## src/rtl/rv32i_types.sv

```systemverilog
// Shared RV32I back-end types: LSQ entry layout and the CDB wakeup helper.
// Structure fields are sized by the package constants; instantiating parameters must agree with them.
package rv32i_types;

  localparam int XLEN      = 32;
  localparam int TAG_W     = 4;
  localparam int LSQ_DEPTH = 8;
  localparam int LSQ_CNT_W = $clog2(LSQ_DEPTH) + 1;

  typedef struct packed {
    logic             valid;
    logic             is_store;
    logic [2:0]       funct3;
    logic [XLEN-1:0]  imm;
    logic             rs1_rdy;
    logic [TAG_W-1:0] rs1_tag;
    logic [XLEN-1:0]  rs1_data;
    logic             rs2_rdy;
    logic [TAG_W-1:0] rs2_tag;
    logic [XLEN-1:0]  rs2_data;
    logic [TAG_W-1:0] rob_idx;
  } lsq_entry_t;

  // True when a still-waiting operand is satisfied by the current broadcast.
  function automatic logic cdb_wakes(input logic             rdy,
                                     input logic [TAG_W-1:0] tag,
                                     input logic             cdb_vld,
                                     input logic [TAG_W-1:0] cdb_tag);
    return !rdy && cdb_vld && (tag == cdb_tag);
  endfunction

endpackage

```

## src/rtl/lsq_in_order.sv

```systemverilog
// In-order circular load/store queue: captures memory ops at dispatch, snoops the CDB,
// and presents the oldest op to the memory unit; stores wait until they reach the ROB head.
module lsq_in_order
  import rv32i_types::*;
#(
  parameter int DEPTH     = LSQ_DEPTH,
  parameter int ROB_IDX_W = TAG_W
) (
  input  logic                       clk,
  input  logic                       rst,
  input  logic                       flush,
  input  logic                       disp_valid,
  output logic                       disp_ready,
  input  logic                       disp_is_store,
  input  logic [2:0]                 disp_funct3,
  input  logic [31:0]                disp_imm,
  input  logic                       disp_rs1_ready,
  input  logic [ROB_IDX_W-1:0]       disp_rs1_tag,
  input  logic [31:0]                disp_rs1_data,
  input  logic                       disp_rs2_ready,
  input  logic [ROB_IDX_W-1:0]       disp_rs2_tag,
  input  logic [31:0]                disp_rs2_data,
  input  logic [ROB_IDX_W-1:0]       disp_rob_idx,
  input  logic                       cdb_valid,
  input  logic [ROB_IDX_W-1:0]       cdb_rob_idx,
  input  logic [31:0]                cdb_data,
  input  logic [ROB_IDX_W-1:0]       rob_head_idx,
  output logic                       iss_valid,
  input  logic                       iss_ready,
  output logic                       iss_is_store,
  output logic [2:0]                 iss_funct3,
  output logic [31:0]                iss_addr,
  output logic [31:0]                iss_wdata,
  output logic [ROB_IDX_W-1:0]       iss_rob_idx,
  output logic [$clog2(DEPTH):0]     count
);

  localparam int IW = $clog2(DEPTH);

  // Pointers carry one extra wrap bit so full and empty are distinguishable.
  logic [IW:0] head;
  logic [IW:0] tail;
  lsq_entry_t  q [DEPTH];
  lsq_entry_t  hd;
  lsq_entry_t  new_e;
  logic        empty;
  logic        full;
  logic        do_alloc;
  logic        do_pop;
  logic        rs1_wake;
  logic        rs2_wake;

  assign hd       = q[head[IW-1:0]];
  assign empty    = (head == tail);
  assign full     = (head[IW-1:0] == tail[IW-1:0]) && (head[IW] != tail[IW]);
  assign count    = tail - head;
  assign disp_ready = !full && !flush;
  assign do_alloc = disp_valid && disp_ready;
  assign do_pop   = iss_valid && iss_ready;

  assign rs1_wake = cdb_wakes(disp_rs1_ready, disp_rs1_tag, cdb_valid, cdb_rob_idx);
  assign rs2_wake = cdb_wakes(disp_rs2_ready, disp_rs2_tag, cdb_valid, cdb_rob_idx);

  always_comb begin
    new_e          = '0;
    new_e.valid    = 1'b1;
    new_e.is_store = disp_is_store;
    new_e.funct3   = disp_funct3;
    new_e.imm      = disp_imm;
    new_e.rob_idx  = disp_rob_idx;
    new_e.rs1_tag  = disp_rs1_tag;
    new_e.rs1_rdy  = disp_rs1_ready || rs1_wake;
    new_e.rs1_data = rs1_wake ? cdb_data : disp_rs1_data;
    new_e.rs2_tag  = disp_rs2_tag;
    // Loads have no rs2 dependency, so they never wait on it.
    if (disp_is_store) begin
      new_e.rs2_rdy  = disp_rs2_ready || rs2_wake;
      new_e.rs2_data = rs2_wake ? cdb_data : disp_rs2_data;
    end else begin
      new_e.rs2_rdy  = 1'b1;
      new_e.rs2_data = disp_rs2_data;
    end
  end

  always_comb begin
    iss_valid = !flush && !empty && hd.valid && hd.rs1_rdy &&
                (!hd.is_store || (hd.rs2_rdy && (hd.rob_idx == rob_head_idx)));
  end

  always_comb begin
    iss_is_store = 1'b0;
    iss_funct3   = '0;
    iss_addr     = '0;
    iss_wdata    = '0;
    iss_rob_idx  = '0;
    if (hd.valid) begin
      iss_is_store = hd.is_store;
      iss_funct3   = hd.funct3;
      iss_addr     = hd.rs1_data + hd.imm;
      iss_wdata    = hd.rs2_data;
      iss_rob_idx  = hd.rob_idx;
    end
  end

  always_ff @(posedge clk) begin
    if (rst || flush) begin
      head <= '0;
      tail <= '0;
      for (int i = 0; i < DEPTH; i++) q[i] <= '0;
    end else begin
      for (int i = 0; i < DEPTH; i++) begin
        if (q[i].valid && cdb_wakes(q[i].rs1_rdy, q[i].rs1_tag, cdb_valid, cdb_rob_idx)) begin
          q[i].rs1_rdy  <= 1'b1;
          q[i].rs1_data <= cdb_data;
        end
        if (q[i].valid && cdb_wakes(q[i].rs2_rdy, q[i].rs2_tag, cdb_valid, cdb_rob_idx)) begin
          q[i].rs2_rdy  <= 1'b1;
          q[i].rs2_data <= cdb_data;
        end
      end
      if (do_pop) begin
        q[head[IW-1:0]] <= '0;
        head            <= head + 1'b1;
      end
      if (do_alloc) begin
        q[tail[IW-1:0]] <= new_e;
        tail            <= tail + 1'b1;
      end
    end
  end

endmodule
```

## config.mk

```make
export PLATFORM = sky130hd
export DESIGN_NAME = lsq_in_order
export DESIGN_NICKNAME = d
export VERILOG_FILES = /design/src/rtl/rv32i_types.sv /design/src/rtl/lsq_in_order.sv
export SDC_FILE = /design/constraint.sdc
export NUM_CORES = 2
export LEC_CHECK = 0
export CAP_MARGIN = 5
export CORE_ASPECT_RATIO = 1.25
export CORE_MARGIN = 2
export CORE_UTILIZATION = 65
export DETAILED_ROUTE_END_ITERATION = 7
export PLACE_DENSITY = 0.89
export SLEW_MARGIN = 25
export SYNTH_ARGS = -nofsm -noshare
export SYNTH_HDL_FRONTEND = slang
export SYNTH_SLANG_ARGS = --single-unit
```

## constraint.sdc

```tcl
create_clock -name clk -period 15.8 [get_ports clk]
set_clock_uncertainty 0.1 [all_clocks]
set_input_delay 2.37 -clock clk [delete_from_list [all_inputs] [get_ports clk]]
set_output_delay 2.37 -clock clk [all_outputs]
set_load 0.01 [all_outputs]
```

==> flow_metrics.tcl <==
set metrics [dict create \
    netlist_area_um2 46400 \
    via_per_inst 7.47 \
    critPathKind "reg2out" \
    finalHoldViolCount 0 \
    port_buffers 237 \
    seq_power_share_pct 54.1 \
    clock.fmax_mhz 99.6 \
    worstSetupStartpointType "flop" \
    design_area_um2 51900 \
    synthesis.nets 3505 \
    drv_slew 0 \
    cp-end-kind "output pin" \
    cp_max_fo 131 \
    cts.htree.levels 3 \
    core_um2 70600 \
    final.period_utilization_pct 63.5 \
    synth_cell_types 70 \
    final_nets 3508 \
    max_cap_violations 0 \
    clkPwrFrac_pct 38.0 \
    timing.final.crit_period_ps 10040 \
    drt_iter0_drc 5491 \
    drc 0 \
    pre_cts_slack_ps 6840 \
    synth.largest_area_cell "edfxtp_1" \
    drive_gt1_share_pct 15.8 \
    synthFlopType "edfxtp_1" \
    gp_congestion 0.966 \
    initial_core_util_pct 65.6 \
    ant_nets 0 \
    setup_ws_ps 5760 \
    hold_start "q[6][114]" \
    totalWireLength_um 139000 \
    synthArstFlopShare_pct 0 \
    p_leak_nw 19.9 \
    path_clk_slew_ps 60 \
    gr-total-overflow 0 \
    netSwitchingFraction_pct 23.2 \
    area_delta_synth_final_pct 11.8 \
    vias 32400 \
    pwr-share-comb_pct 7.9 \
    rows 109 \
    cts.path.max_buffers 3 \
    dr.pass1.iters 6 \
    grt_pass1_vias 32800 \
    grt_start_max_net_pins 132 \
    cts.sinks 931 \
    fillers 4108 \
    die_area_um2 73500 \
    fin_setup_tns_ps 0 \
    cts_buffers 87 \
    rsz0062_at_grt "false" \
    hold_path.class "reg2reg" \
    ys_seq_elements 931 \
    synth_edf_count 902 \
    synthCells 3307 \
    yosysTopAreaCellShare_pct 58.4 \
    power_density_nw_per_um2 102 \
    grt_antenna_before_repair 29 \
    post-dp-hpwl_um 76500 \
    regArea_um2 27700 \
    crit_required_ps 13330 \
    clk_latency_ps 650 \
    cts_tree "done" \
    chipHeight_um 303 \
    die_x_um 243 \
    avgRoutedWirePerCell_um 32.0 \
    multi_input_area_um2 17300 \
    p_int_mw 4.08 \
    syn_avg_cell_area_um2 14.0 \
    ys_top_cells_by_area "edfxtp_1, mux4_2, a22o_1, and3_1, clkbuf_1" \
    track_usage_pct 37.0 \
    ios 238 \
    slew_headroom_pct 22.8 \
    ir_drop_mv 0.0929 \
    yosysSeqAreaShare_pct 59.7 \
    worst_pin_slew_ps 1160 \
    worst_ep_arrival_time_ps 7570 \
    setup_viol 0 \
    cts_hold_buf 0 \
    ys.warnings.count 0 \
    grt_pass1_wl_um 202000 \
    cts_setup_buffers 0 \
    dpl_cell_area_um2 49100 \
    cts_resized 0 \
    status "finished clean" \
    root_buffer "clkbuf_16" \
    p_sw_mw 1.23 \
]
==> kinds of logic after synthesis <==
group                    Yosys count  synth area share (%)
adder cells (fa/ha/maj)           38                  1.06
buffers and inverters            421                  3.70
multiplexers                     322                  12.9
AND/OR/NAND/NOR                  828                  9.28
AO/OA/AOI/OAI                    663                  11.4
XOR/XNOR                         104                  1.96
flip-flops                       931                  59.7
==> sequential cells by signal, summed over array words and instances (netlist names), named ones only <==
| signal | cells |
|---|---|
| tail | 4 |
| q | 920 |
| head | 4 |
==> synthesized netlist by cell type (39+ instances only) <==
cell	count
nor2_1	142
a21oi_1	91
edfxtp_1	902
and2_1	97
nand2_1	197
xor2_1	39
mux4_2	214
xnor2_1	65
buf_1	77
clkbuf_1	218
mux2_2	63
a22o_1	448
mux2i_1	45
clkbuf_2	61
and3_1	283
==> cell usage in the layout, fill, tap and decap left out, drive strengths merged, types with 71 or more instances in the layout <==
cell type and n:
edfxtp 902, and2 97, clkdlybuf4s50 237, mux4 214, and3 283, clkbuf 113
a21oi 92, nand2 199, a22o 448, nor2 143, buf 71
==> worst paths after layout <==
check                           slack [ps]            to  depth (start not counted)
worst min-delay path                   380     q[6][114]                          2
worst max register to register        9030      q[6][32]                         12
worst min register to register         380     q[6][114]                          2
worst max-delay path                  5760  iss_addr[20]                         17
==> layout make-up <==
type | count | area share, %
Antenna cell | 20 | 0.0965
Clock inverter | 44 | 0.676
Sequential cell | 931 | 53.4
Inverter | 27 | 0.195
Multi-Input combinational cell | 1955 | 33.3
Timing Repair Buffer | 308 | 5.67
Clock buffer | 113 | 4.41
Tap cell | 943 | 2.28
==> layer usage <==
| layer | up-vias | global-route usage (%) | wire length, um |
|---|---|---|---|
| met5 | - | 0 | 164 |
| met4 | 24 | 23.5 | 8890 |
| met3 | 674 | 9.14 | 18300 |
| met2 | 3028 | 58.9 | 66500 |
| met1 | 15800 | 46.1 | 44900 |
| li1 | 12900 | - | - |
==> per-stage QoR <==
step / utilization, % / hold slack, ps / std cells / power, mW
2_1_floorplan: - / 333 / 3307 / 3.14
3_3_place_gp: 69.5 / 348 / 4163 / 3.30
3_5_place_dp: 69.6 / 364 / 4163 / 3.32
4_1_cts: 73.3 / 373 / 4320 / 5.28
5_1_grt: 73.4 / 408 / 4337 / 5.40
6_report: 73.4 / 385 / 4341 / 5.31
==> power by group through the flow <==
stage               Combinational [mW]  Clock (mW)  Sequential (mW)
global placement                 0.391           0             2.91
finish                           0.419        2.01             2.87
CTS                              0.406        2.00             2.87
global route                     0.435        2.09             2.88
floorplan                        0.238           0             2.90
detailed placement               0.401           0             2.92
==> worst max-delay path, stage by stage (launching register included) <==
cell and delay, ps:
dfxtp_4 840, buf_4 710, buf_12 480, mux4_2 410, mux2_2 300, ha_1 240
inv_1 90, fa_1 210, nor2b_1 70, o21ai_0 230, a21boi_0 130, buf_4 170
o311ai_0 680, nand2_1 250, o41ai_1 800, o21ai_0 200, nand3_1 110, clkdlybuf4s50_1 530
No activity file was read; power rests on OpenSTA's default activity.
